$ cat src/rtl/game_pkg.sv
// Shared game constants: screen and sprite geometry, FSM state encoding and
// the clamped-descent helper used by the missile controllers.
package game_pkg;

  localparam int unsigned SCREEN_H          = 768;
  localparam int unsigned PLAYER_W          = 48;
  localparam int unsigned PLAYER_H          = 64;
  localparam int unsigned MISSLE_W          = 8;
  localparam int unsigned MISSLE_H          = 16;
  localparam int unsigned COUNTER_LIMIT_DEF = 90000;
  localparam int unsigned STEP_DEF          = 2;

  // Refresh counter width; COUNTER_LIMIT must stay below 2**CNT_W.
  localparam int unsigned CNT_W = 21;

  typedef enum logic [1:0] {
    ST_IDLE   = 2'd0,
    ST_LAUNCH = 2'd1,
    ST_FLY    = 2'd2,
    ST_HIT    = 2'd3
  } state_e;

  // Move a y coordinate down by step, clamping at limit. The sum is 13 bits
  // wide so positions near 4095 cannot wrap back to the top of the screen.
  function automatic logic [11:0] step_clamp(input logic [11:0] y,
                                             input logic [11:0] step,
                                             input logic [11:0] limit);
    logic [12:0] sum;
    sum = {1'b0, y} + {1'b0, step};
    if (sum > {1'b0, limit}) step_clamp = limit;
    else                     step_clamp = sum[11:0];
  endfunction

endpackage

$ cat src/rtl/rect_overlap.sv
// Purely combinational axis-aligned rectangle intersection test.
// Rectangles are half-open [x, x+w) x [y, y+h), so rectangles that only
// touch along an edge do not overlap.
module rect_overlap (
  input  logic [11:0] a_x_i,
  input  logic [11:0] a_y_i,
  input  logic [11:0] a_w_i,
  input  logic [11:0] a_h_i,
  input  logic [11:0] b_x_i,
  input  logic [11:0] b_y_i,
  input  logic [11:0] b_w_i,
  input  logic [11:0] b_h_i,
  output logic        overlap_o
);

  logic [12:0] a_right, a_bottom, b_right, b_bottom;

  // Far edges in 13 bits so a sprite near the right/bottom limit cannot wrap.
  assign a_right  = {1'b0, a_x_i} + {1'b0, a_w_i};
  assign a_bottom = {1'b0, a_y_i} + {1'b0, a_h_i};
  assign b_right  = {1'b0, b_x_i} + {1'b0, b_w_i};
  assign b_bottom = {1'b0, b_y_i} + {1'b0, b_h_i};

  assign overlap_o = (a_right  > {1'b0, b_x_i}) && (b_right  > {1'b0, a_x_i}) &&
                     (a_bottom > {1'b0, b_y_i}) && (b_bottom > {1'b0, a_y_i});

endmodule

$ cat src/rtl/enemy_missle_ctl.sv
// Enemy missile controller: latches a launch position on an accepted fire
// request, steps the missile down once per refresh interval and retires it
// at the bottom of the screen or on contact with the player (hit pulse).
module enemy_missle_ctl
  import game_pkg::*;
#(
  parameter int unsigned COUNTER_LIMIT = COUNTER_LIMIT_DEF,
  parameter int unsigned STEP          = STEP_DEF,
  parameter int unsigned Y_LIMIT       = SCREEN_H,
  parameter int unsigned MISSLE_W      = game_pkg::MISSLE_W,
  parameter int unsigned MISSLE_H      = game_pkg::MISSLE_H,
  parameter int unsigned PLAYER_W      = game_pkg::PLAYER_W,
  parameter int unsigned PLAYER_H      = game_pkg::PLAYER_H
) (
  input  logic        pclk,
  input  logic        rst,
  input  logic        fire_req,
  input  logic [11:0] fire_xpos,
  input  logic [11:0] fire_ypos,
  input  logic [11:0] player_xpos,
  input  logic [11:0] player_ypos,
  output logic        fire_ack,
  output logic [11:0] xpos_out,
  output logic [11:0] ypos_out,
  output logic        on_out,
  output logic        hit
);

  localparam logic [CNT_W-1:0] CNT_LIM = CNT_W'(COUNTER_LIMIT);
  localparam logic [11:0]      STEP_V  = 12'(STEP);
  localparam logic [11:0]      Y_LIM   = 12'(Y_LIMIT);
  localparam logic [11:0]      M_W     = 12'(MISSLE_W);
  localparam logic [11:0]      M_H     = 12'(MISSLE_H);
  localparam logic [11:0]      P_W     = 12'(PLAYER_W);
  localparam logic [11:0]      P_H     = 12'(PLAYER_H);

  state_e           state_q, state_d;
  logic [CNT_W-1:0] cnt_q, cnt_d;
  logic [11:0]      xpos_q, xpos_d;
  logic [11:0]      ypos_q, ypos_d;
  logic             on_q, on_d;
  logic             ack_q, ack_d;
  logic             hit_q, hit_d;
  logic             overlap;

  // Collision test runs on the registered missile position.
  rect_overlap u_overlap (
    .a_x_i     (xpos_q),
    .a_y_i     (ypos_q),
    .a_w_i     (M_W),
    .a_h_i     (M_H),
    .b_x_i     (player_xpos),
    .b_y_i     (player_ypos),
    .b_w_i     (P_W),
    .b_h_i     (P_H),
    .overlap_o (overlap)
  );

  // Next-state and next-output logic for the flight FSM.
  always_comb begin
    // NOTE: every signal gets a default before the case so no path leaves it
    // unassigned; an unassigned path in always_comb would infer a latch.
    state_d = state_q;
    cnt_d   = cnt_q;
    xpos_d  = xpos_q;
    ypos_d  = ypos_q;
    ack_d   = 1'b0;
    hit_d   = 1'b0;

    unique case (state_q)
      ST_IDLE: begin
        if (fire_req) begin
          state_d = ST_LAUNCH;
          xpos_d  = fire_xpos;
          ypos_d  = fire_ypos;
          cnt_d   = '0;
          ack_d   = 1'b1;
        end
      end

      ST_LAUNCH: state_d = ST_FLY;

      ST_FLY: begin
        // Contact wins over reaching the bottom in the same cycle.
        if (overlap) begin
          state_d = ST_HIT;
        end else if (ypos_q >= Y_LIM) begin
          state_d = ST_IDLE;
        end else if (cnt_q == CNT_LIM) begin
          cnt_d  = '0;
          ypos_d = step_clamp(ypos_q, STEP_V, Y_LIM);
        end else begin
          cnt_d = cnt_q + CNT_W'(1);
        end
      end

      ST_HIT: begin
        state_d = ST_IDLE;
        hit_d   = 1'b1;
      end

      default: state_d = ST_IDLE;
    endcase

    // Visible exactly while the missile will be flying next cycle.
    on_d = (state_d == ST_FLY);
  end

  // State and output registers; reset kills any flight without a hit.
  always_ff @(posedge pclk or negedge rst) begin
    if (!rst) begin
      state_q <= ST_IDLE;
      cnt_q   <= '0;
      xpos_q  <= '0;
      ypos_q  <= '0;
      on_q    <= 1'b0;
      ack_q   <= 1'b0;
      hit_q   <= 1'b0;
    end else begin
      // NOTE: non-blocking assignments so every register samples the values
      // from before this edge, independent of statement order.
      state_q <= state_d;
      cnt_q   <= cnt_d;
      xpos_q  <= xpos_d;
      ypos_q  <= ypos_d;
      on_q    <= on_d;
      ack_q   <= ack_d;
      hit_q   <= hit_d;
    end
  end

  assign fire_ack = ack_q;
  assign xpos_out = xpos_q;
  assign ypos_out = ypos_q;
  assign on_out   = on_q;
  assign hit      = hit_q;

endmodule

$ cat config.mk
export PLATFORM = sky130hd
export DESIGN_NAME = enemy_missle_ctl
export DESIGN_NICKNAME = d
export VERILOG_FILES = /design/src/rtl/game_pkg.sv /design/src/rtl/rect_overlap.sv /design/src/rtl/enemy_missle_ctl.sv
export SDC_FILE = /design/constraint.sdc
export NUM_CORES = 1
export LEC_CHECK = 0
export BUFFER_PORTS_ARGS = -buffer_cell sky130_fd_sc_hd__buf_2
export CAP_MARGIN = 25
export CORE_MARGIN = 5
export CORE_UTILIZATION = 57
export DETAILED_ROUTE_END_ITERATION = 8
export PLACE_DENSITY = 0.85
export SETUP_SLACK_MARGIN = 0.3
export SLEW_MARGIN = 0
export SYNTH_ARGS = -nofsm -noshare
export SYNTH_HDL_FRONTEND = slang
export SYNTH_SLANG_ARGS = --single-unit
$ cat constraint.sdc
create_clock -name pclk -period 3.7 [get_ports pclk]
set_input_delay 0 -clock pclk [delete_from_list [all_inputs] [get_ports pclk]]
set_output_delay 0 -clock pclk [all_outputs]
set_load 0.1 [all_outputs]
### Word-level counts from Yosys, hierarchy flattened

Index checks and enable logic that the tools add are counted.

| cells by class | value |
|---|---|
| add/subtract/negate cells | 6 |
| reductions and logical operators | 8 |
| equal/unequal tests | 9 |
| $lt $le $gt $ge | 6 |
| muxes and demuxes | 18 |

Operators by type and width:

| operator | count |
|---|---|
| $mux W21 | 4 |
| $mux W12 | 5 |
| $gt A13 B12 Y1 | 4 |
| $pmux W21 S2 | 1 |
| $pmux W12 S2 | 1 |
| $add A21 B1 Y21 const B | 1 |
| $eq A21 B17 Y1 const B | 1 |
| $add A12 B2 Y13 const B | 1 |
| $add A12 B4 Y13 const B | 1 |
| $add A12 B5 Y13 const B | 1 |
| $add A12 B6 Y13 const B | 1 |
| $add A12 B7 Y13 const B | 1 |
| $gt A13 B10 Y1 const B | 1 |
| $ge A12 B10 Y1 const B | 1 |
| $ne A2 B2 Y1 const B | 4 |
| $pmux W2 S4 | 1 |
| $eq A2 B2 Y1 const B | 3 |
| $mux W2 | 3 |
| $reduce_and A5 Y1 | 1 |
| $reduce_and A4 Y1 | 1 |
| $logic_and A1 B1 Y1 | 3 |
| $mux W1 | 3 |
| $eq A2 B1 Y1 const B | 1 |
| $logic_not A2 Y1 | 1 |
| other kinds (2) | 2 |

| word-level totals | value |
|---|---|
| logic and storage cells | 54 |
| input bits | 51 |
| output and inout bits | 27 |
| bits in registers | 50 |

### Longest topological paths before layout

Gate-level depths: netlist of the first run.

| depth | value |
|---|---|
| depth after elaboration | 8 |
| gate-level depth with buffers | 14 |
| gate-level depth less buffers | 12 |

### Cells and area by module

From an unflattened synthesis of the first run, not the netlist that was laid out.

| second synthesis, totals | value |
|---|---|
| cells, all modules | 694 |
| area total of the unflattened synthesis | 5855.6 sq um |

Modules (own cells, without submodules):

| module | area each (sq um) | instances | cells each | seq. area each (sq um) |
|---|---|---|---|---|
| rect_overlap | 3119.2 | 1 | 423 | 0.0 |
| enemy_missle_ctl | 2736.4 | 1 | 271 | 1251.2 |

### Worst setup path before layout of the first run

OpenSTA, ideal clock, no wires.

| path | value |
|---|---|
| kind | reg2reg |
| start point | register xpos_q[6], in the netlist xpos_out[6] |
| end point | register cnt_q[20] |
| cell stages (with the launch flop) | 15 |
| required time | 3.569 ns |
| setup slack | -0.295 ns |
| buffers on the path | 2 |
| library setup time | 0.131 ns |
| arrival | 3.864 ns |
| period minus slack after synthesis | 3.995 ns |
| path through | dfrtp_1 -> inv_1 -> nor4_1 -> nand4_1 -> xnor2_1 -> ha_1 -> nand3_1 -> nor3_1 -> a2111oi_0 -> a21oi_1 -> a31oi_1 -> buf_1 -> clkbuf_1 -> o21ai_0 -> o2bb2ai_1 |

| on the way | value |
|---|---|
| word-level cells in the longest chain between the ends | 7 |
| elaborated cells on any way between the ends | 8 |
| those cells by class | 1 x add/sub; 2 x order compare; 1 x eq/ne; 4 x reduce/logical |

RTL lines:

| what | line | text |
|---|---|---|
| start: declaration | enemy_missle_ctl.sv:39 | `logic [11:0] xpos_q, xpos_d;` |
| start signal: assignment | enemy_missle_ctl.sv:124 | `xpos_q <= xpos_d;` |
| $add A12 B4 Y13 | rect_overlap.sv:19 | `assign a_right = {1'b0, a_x_i} + {1'b0, a_w_i};` |
| $gt A13 B12 Y1 | rect_overlap.sv:24 | `assign overlap_o = (a_right > {1'b0, b_x_i}) && (b_right > {1'b0, a_x_i}) &&` |
| $logic_and A1 B1 Y1 (*) (2 in series) | rect_overlap.sv:24 |  |
| $logic_and A1 B1 Y1 (*) | rect_overlap.sv:25 | `(a_bottom > {1'b0, b_y_i}) && (b_bottom > {1'b0, a_y_i});` |
| $ne A2 B2 Y1 (no source line) (*) | n/a |  |
| $reduce_and A4 Y1 (no source line) (*) | n/a |  |
| end signal: assignment | enemy_missle_ctl.sv:123 | `cnt_q <= cnt_d;` |
| end: declaration | enemy_missle_ctl.sv:38 | `logic [CNT_W-1:0] cnt_q, cnt_d;` |

Mark *: on every way between the ends. The rest lies on a longest branch, timed or not.
A chain may end at the register's enable or synchronous reset.

### Worst setup path after layout of the first run

| path | value |
|---|---|
| start point | register xpos_q[5], in the netlist xpos_out[5] |
| end point | register ypos_q[0], in the netlist ypos_out[0] |

| on the way | value |
|---|---|
| word-level cells in the longest chain between the ends | 7 |
| elaborated cells on any way between the ends | 8 |
| those cells by class | 1 x add/sub; 2 x order compare; 1 x eq/ne; 4 x reduce/logical |

RTL lines:

| what | line | text |
|---|---|---|
| $add A12 B4 Y13 | rect_overlap.sv:19 |  |
| $gt A13 B12 Y1 | rect_overlap.sv:24 |  |
| $logic_and A1 B1 Y1 (*) (2 in series) | rect_overlap.sv:24 |  |
| $logic_and A1 B1 Y1 (*) | rect_overlap.sv:25 |  |
| $ne A2 B2 Y1 (no source line) (*) | n/a |  |
| $reduce_and A5 Y1 (no source line) (*) | n/a |  |
| end signal: assignment | enemy_missle_ctl.sv:125 | `ypos_q <= ypos_d;` |
| end: declaration | enemy_missle_ctl.sv:40 | `logic [11:0] ypos_q, ypos_d;` |

Marked as above.

==> flow_metrics.tcl, run 1 <==
set metrics [dict create \
    numCtsBuffers 5 \
    syn_to_final_growth_pct 22.40 \
    swShare_pct 60.01 \
    internal_power_mw 1.740 \
    relSlewSlack_pct 41.24 \
    endpoint "ypos_out[0]$_DFFE_PN0P_" \
    antennaDiodeCount 0 \
    gp_congestion 0.9575 \
    required_ns 3.91 \
    clock_latency_ns 0.31 \
    grt_use_met3_pct 4.286 \
    ys_seq_area_share_pct 28.25 \
    grt_pass1_vias 4435 \
    r2r_start "xpos_out[5]$_DFFE_PN0P_" \
    crit_fanout 7 \
    clkTransAtPathRegs_ns 0.09 \
    nets 736 \
    cp-start-kind "flop" \
    busiest_layer "met2" \
    first_pass_iters 5 \
    setup_violations 0 \
    tns_ns 0 \
    rrSetupSlack_ns 0.40 \
    synthArstFlopShare_pct 100.0 \
    grt_pass1_wl_um 20780 \
    finClkSkew_ns 0.009289 \
    hold_viol_final 0 \
    status "completed" \
    yosysTopAreaCell "dfrtp_1" \
    period_minus_slack_ns 3.300 \
    grtUsageTotal_pct 25.62 \
    synthesis.area_mm2 0.004429 \
    vdd.ir_drop.worst_uv 746.0 \
    netlist.area_leader.share_pct 28.25 \
    drive_gt1_share_pct 23.49 \
    setup.worst_path.start "xpos_out[5]$_DFFE_PN0P_" \
    rsz0062_at_grt "no" \
    synthTopCellsByArea "dfrtp_1 (28%), ha_1 (16%), inv_1 (4.7%)" \
    io_pins 78 \
    drtIter0Drc 414 \
    grt_max_degree 32 \
    grt_util_met1_pct 33.65 \
    p_per_area_mw_per_mm2 802.6 \
    crit_arrival_ns 3.51 \
    syn_nets 639 \
    coreArea_mm2 0.007647 \
    postRouteWirelength_um 12710 \
    via_per_inst 6.053 \
    final.period_utilization_pct 89.20 \
    wl_per_cell_um 17.36 \
    initial_core_util_pct 57.92 \
    fmax_mhz 303.0 \
    combPwrFrac_pct 68.1 \
    ant_nets 0 \
    tightest_slew_ns 0.8781 \
    leakagePower_nw 2.445 \
    hold_depth 3 \
    clock_sinks 50 \
    drv_slew 0 \
    fp.dieArea_mm2 0.009633 \
    ys.flop_type "dfrtp_1" \
    ys.warnings.count 0 \
    dieHeight_um 98.15 \
    reg2reg_depth 13 \
    ys_ff_latch 50 \
    cts-root-buf "clkbuf_8" \
    p_clk_share_pct 9.4 \
    syn_inst 532 \
    drc 0 \
    n_fill_cell 560 \
    seq_power_share_pct 22.5 \
    synthDistinctLibCells 56 \
    synth_enable_flop_cells 0 \
    met2_usage_pct 43.19 \
    cts_tree "yes" \
    finalPower_mw 4.351 \
    cts.path.max_buffers 2 \
    dieWidth_um 98.15 \
    rows 32 \
    post-dp-hpwl_um 8972 \
    dr_total_vias 4431 \
    htreeDepth 2 \
    switching_power_mw 2.611 \
    antenna_found_initial 0 \
    crit_path_end_kind "flop" \
    critPathKind "flop to flop" \
    io_buffer_count 77 \
    overflow 0 \
    worstReg2RegEnd "ypos_out[0]$_DFFE_PN0P_" \
    syn_area_per_cell_um2 8.326 \
    hold_class "primary input to flop" \
    drv_cap 0 \
]
-- how the worst min path moves through the flow --
stage,startpoint,end,slack [ns]
global placement,rst,cnt_q[9]$_DFFE_PN0P_,0.1
detailed placement,rst,cnt_q[9]$_DFFE_PN0P_,0.11
finish,fire_ypos[1],ypos_out[1]$_DFFE_PN0P_,0.01
global route,fire_ypos[9],ypos_out[9]$_DFFE_PN0P_,0.03
floorplan,rst,cnt_q[0]$_DFFE_PN0P_,-0.30
CTS,fire_ypos[1],ypos_out[1]$_DFFE_PN0P_,0.0005
-- flip-flops by register name (all words and copies together) (netlist names) --
name      cells
cnt_q        21
fire_ack      1
hit           1
on_out        1
state_q       2
xpos_out     12
ypos_out     12
-- cell families (layout without fill, tap and decap cells) --
family	count (synthesis)	in the layout	synth area share, %
XOR/XNOR	26	26	5.141
adder cells (fa/ha/maj)	56	56	15.82
buffers and inverters	77	174	7.062
flip-flops	50	50	28.25
multiplexers	6	6	1.412
AND/OR/NAND/NOR	170	170	20.11
AO/OA/AOI/OAI	147	148	22.20
-- what timing repair did --
item | in CTS | in global routing
hold buffers | 20 | 0
endpoints found under the setup margin | 20 | 34
cloned | 0 | 2
resized for setup | 3 | 17
setup buffers | 0 | 2
endpoints found under the hold margin | 49 | 0
pin swaps | 0 | 7
-- routing by layer --
metal / vias to the layer above / part of all wire [%]
met5: - / 0
li1: 2110 / -
met3: 25 / 7.5
met1: 2099 / 42
met2: 197 / 48
met4: 0 / 2.1
-- power by group through the flow --
stage          logic, mW  registers, mW  clock network [mW]
3_3_place_gp        2.68          0.964                   0
4_1_cts             2.79          0.965               0.417
3_5_place_dp        2.75          0.973                   0
6_report            2.96          0.979               0.408
5_1_grt             3.18           1.01               0.437
2_1_floorplan       1.25           1.88                   0
-- final cells by class --
cell class | count | area [um2] | area share [%]
Timing Repair Buffer | 109 | 678.2 | 12.51
Inverter | 57 | 214.0 | 3.946
Tap cell | 102 | 127.6 | 2.354
Multi-Input combinational cell | 406 | 3010 | 55.53
Sequential cell | 50 | 1274 | 23.49
Clock inverter | 3 | 48.80 | 0.9001
Clock buffer | 5 | 68.82 | 1.269
-- per-stage QoR --
| step | area, um2 | worst slack (ns) | utilization [%] | hold WS [ns] | instances |
|---|---|---|---|---|---|
| global route | 5421 | 0.2499 | 70.89 | 0.03373 | 732 |
| detailed placement | 4949 | 0.2442 | 64.71 | 0.1150 | 700 |
| global placement | 4943 | 0.3973 | 64.64 | 0.09599 | 699 |
| CTS | 5285 | 0.3260 | 69.11 | 0.0005088 | 728 |
| finish | 5421 | 0.3997 | 70.89 | 0.01189 | 732 |
| floorplan | 4459 | 0.3094 | - | -0.2956 | 532 |
-- critical path, cell delays in order, from the launching register on --
cell and delay [ns]:
dfrtp_4 0.45, inv_1 0.10, nor4_4 0.36, and4_4 0.30
xnor2_1 0.13, ha_1 0.30, a21o_1 0.21, a2111oi_4 0.37
a21oi_2 0.11, a31oi_4 0.24, buf_4 0.17, o21ai_4 0.09
buf_6 0.19, a21o_1 0.18
-- synth_stat cells, types with 3 or more instances --
library cell  number
a21o_1             5
a21oi_1           41
a31oi_1            3
and3_1             4
buf_2              4
clkbuf_1          12
dfrtp_1           50
ha_1              56
inv_1             56
mux2i_1            4
nand2_1           34
nand2b_1           9
nand3_1           35
nand4_1           13
nor2_1            23
nor2b_1            4
nor3_1            10
nor4_1             4
nor4b_1            3
o211ai_1           6
o21a_1             4
o21ai_0           39
o221ai_1           3
o2bb2ai_1         23
o31ai_1            3
or2_2             17
or3_1              5
xnor2_1           23
xor2_1             3
-- placed cells by master, fill, tap and decap left out, drive strengths merged, types with 20 or more instances in the layout --
| master | n |
|---|---|
| xnor2 | 23 |
| buf | 89 |
| a21oi | 41 |
| dfrtp | 50 |
| inv | 58 |
| ha | 56 |
| nand2 | 34 |
| nor2 | 23 |
| o21ai | 41 |
| dlygate4sd3 | 20 |
| o2bb2ai | 23 |
| nand3 | 35 |
Note: power is estimated with default switching activity, not from simulation.
==> inputs of run 2 (changes only) <==
--- a/config.mk
+++ b/config.mk
@@ -5,12 +5,12 @@
 export SDC_FILE = /design/constraint.sdc
 export NUM_CORES = 1
 export LEC_CHECK = 0
-export BUFFER_PORTS_ARGS = -buffer_cell sky130_fd_sc_hd__buf_2
 export CAP_MARGIN = 25
 export CORE_MARGIN = 5
-export CORE_UTILIZATION = 57
+export CORE_UTILIZATION = 60
 export DETAILED_ROUTE_END_ITERATION = 8
-export PLACE_DENSITY = 0.85
+export DONT_BUFFER_PORTS = 1
+export PLACE_DENSITY = 0.8
 export SETUP_SLACK_MARGIN = 0.3
 export SLEW_MARGIN = 0
 export SYNTH_ARGS = -nofsm -noshare
==> run 2 against run 1 <==
Combinational power increased by 2%. Routed wire length decreased by 1.7%. Via count decreased by 3.3%. Sequential power increased by 1%. Global-route usage increased by 1.3 points. Clock power decreased by 2%. Worst setup slack improved by 0.035 ns. Largest power group unchanged. Highest routed layer unchanged.
==> flow_metrics.tcl, run 2 (synthesis gave the netlist of run 1 again) <==
set metrics [dict create \
    cts.path.max_buffers 2 \
    cts-root-buf "clkbuf_8" \
    antenna_found_initial 0 \
    top_register "cnt_q" \
    vdd.ir_drop.worst_uv 672.7 \
    htreeDepth 2 \
    fmax_mhz 306.2 \
    antennaDiodeCount 0 \
    drive_gt1_share_pct 15.78 \
    grtUsageTotal_pct 26.90 \
    grt_pass1_vias 4128 \
    p_per_area_mw_per_mm2 835.1 \
    leakagePower_nw 2.294 \
    instances_no_fill 682 \
    hold_class "primary input to async pin" \
    cp-start-kind "flop" \
    dieWidth_um 95.92 \
    relSlewSlack_pct 39.77 \
    via_per_inst 6.283 \
    drv_slew 0 \
    status "completed" \
    gp_congestion 0.8932 \
    slowest_stage "dfrtp_4" \
    largest_reg_flops 21 \
    coreArea_mm2 0.007214 \
    finalPower_mw 4.414 \
    required_ns 3.91 \
    dpl-instance-area_mm2 0.004735 \
    clkTransAtPathRegs_ns 0.10 \
    crit_arrival_ns 3.48 \
    grt_pass1_wl_um 19550 \
    drc 0 \
    rows 31 \
    ant_nets 0 \
    overflow 0 \
    post-dp-hpwl_um 8842 \
    tns_ns 0 \
    final_common_cell "inv_1" \
    crit_path_end_kind "flop" \
    initial_core_util_pct 61.39 \
    io_buffer_count 0 \
    clock_sinks 50 \
    postRouteWirelength_um 12490 \
    whs_ns 0.2023 \
    period_minus_slack_ns 3.266 \
    dieHeight_um 95.92 \
    io_pins 78 \
    finClkSkew_ns 0.01097 \
    clock_latency_ns 0.32 \
    critPathKind "flop to flop" \
    drv_cap 0 \
    fin_area_mm2 0.005286 \
    crit_fanout 15 \
    setup_violations 0 \
    cp_slowest_stage_delay_ns 0.41 \
    rsz0062_at_grt "no" \
    nets 689 \
    numCtsBuffers 5 \
    drtIter0Drc 323 \
    syn_to_final_growth_pct 19.35 \
    final.period_utilization_pct 88.26 \
    worstPathCellList "inv_1 > nor4_4 > and4_4 > xnor2_1 > ha_1 > nand3_2 > nor2_1 > a2111oi_4 > a21oi_2 > a31oi_4 > buf_12 > o21ai_4 > buf_4 > a21o_1" \
    first_pass_iters 5 \
    tightest_slew_ns 0.9041 \
    dr_total_vias 4285 \
    wl_per_cell_um 18.32 \
    cts_tree "yes" \
    place_inst 643 \
    fp.dieArea_mm2 0.009201 \
    layout_common_cells "inv_1 (56), ha_1 (55), dfrtp_1 (40), a21oi_1 (39), o21ai_0 (39)" \
    grt_max_degree 51 \
    hold_viol_final 0 \
]
run 2: cell count changes in the layout (fill, tap and decap cells not counted), moves of 5 or more:
| cell | delta |
|---|---|
| dlygate4sd3_1 | +6 |
| o2bb2ai_1 | +5 |
| buf_4 | +25 |
| o2bb2ai_2 | -5 |
| buf_2 | -79 |
run 2: layout make-up:
| type | count | area [um2] |
|---|---|---|
| clock buffers | 5 | 68.82 |
| clock inverters | 3 | 40.04 |
| fillers | 540 | 1928 |
| inverters | 57 | 214.0 |
| multi-input cells | 405 | 2965 |
| flip-flops and latches | 50 | 1274 |
| well taps | 99 | 123.9 |
| repair buffers | 63 | 600.6 |
run 2: worst paths after layout:
kind,startpoint,to,slack [ns],cells past startpoint
min in group pclk,fire_xpos[11],xpos_out[11]$_DFFE_PN0P_,0.34,3
min,rst,cnt_q[7]$_DFFE_PN0P_,0.20,2
max,xpos_out[5]$_DFFE_PN0P_,ypos_out[0]$_DFFE_PN0P_,0.43,14
max reg2reg,xpos_out[5]$_DFFE_PN0P_,ypos_out[0]$_DFFE_PN0P_,0.43,14
max in group asynchronous,rst,ypos_out[6]$_DFFE_PN0P_,3.25,2
min reg2reg,cnt_q[20]$_DFFE_PN0P_,cnt_q[20]$_DFFE_PN0P_,0.54,1
run 2: timing repair:
action / in CTS / in global routing
hold buffers: 27 / 0
setup endpoints to repair: 36 / 29
buffers inserted: 0 / 3
pin swaps: 0 / 3
gates resized for setup: 8 / 9
cloned: 0 / 1
hold endpoints to repair: 75 / 0
run 2: report_power, final:
part           switching [mW]  internal (mW)  leakage [nW]  total (mW)
clock                   0.199          0.200        0.0579       0.399
combinational            2.11          0.910          1.60        3.02
sequential              0.276          0.717         0.639       0.993
total                    2.59           1.83          2.29        4.41
run 2: metrics by stage:
stage               utilization, %  setup WS [ns]
floorplan                        -         0.3094
global placement             65.63      -0.007504
detailed placement           65.63       -0.07217
CTS                          71.61         0.3251
global route                 73.27         0.3060
finish                       73.27         0.4344
run 2: critical path: cells and delay by family (launching register included):
kind,cells,cell delay (ns)
adder cells (fa/ha/maj),1,0.28
flip-flops,1,0.41
AO/OA/AOI/OAI,5,0.94
AND/OR/NAND/NOR,4,0.91
buffers and inverters,3,0.47
XOR/XNOR,1,0.13
run 2: routing by layer:
metal  global-route usage, %  part of all wire (%)
met4                   8.412                   2.0
met5                       0                     0
met1                   34.78                    41
met3                   5.160                   8.3
met2                   45.40                    49
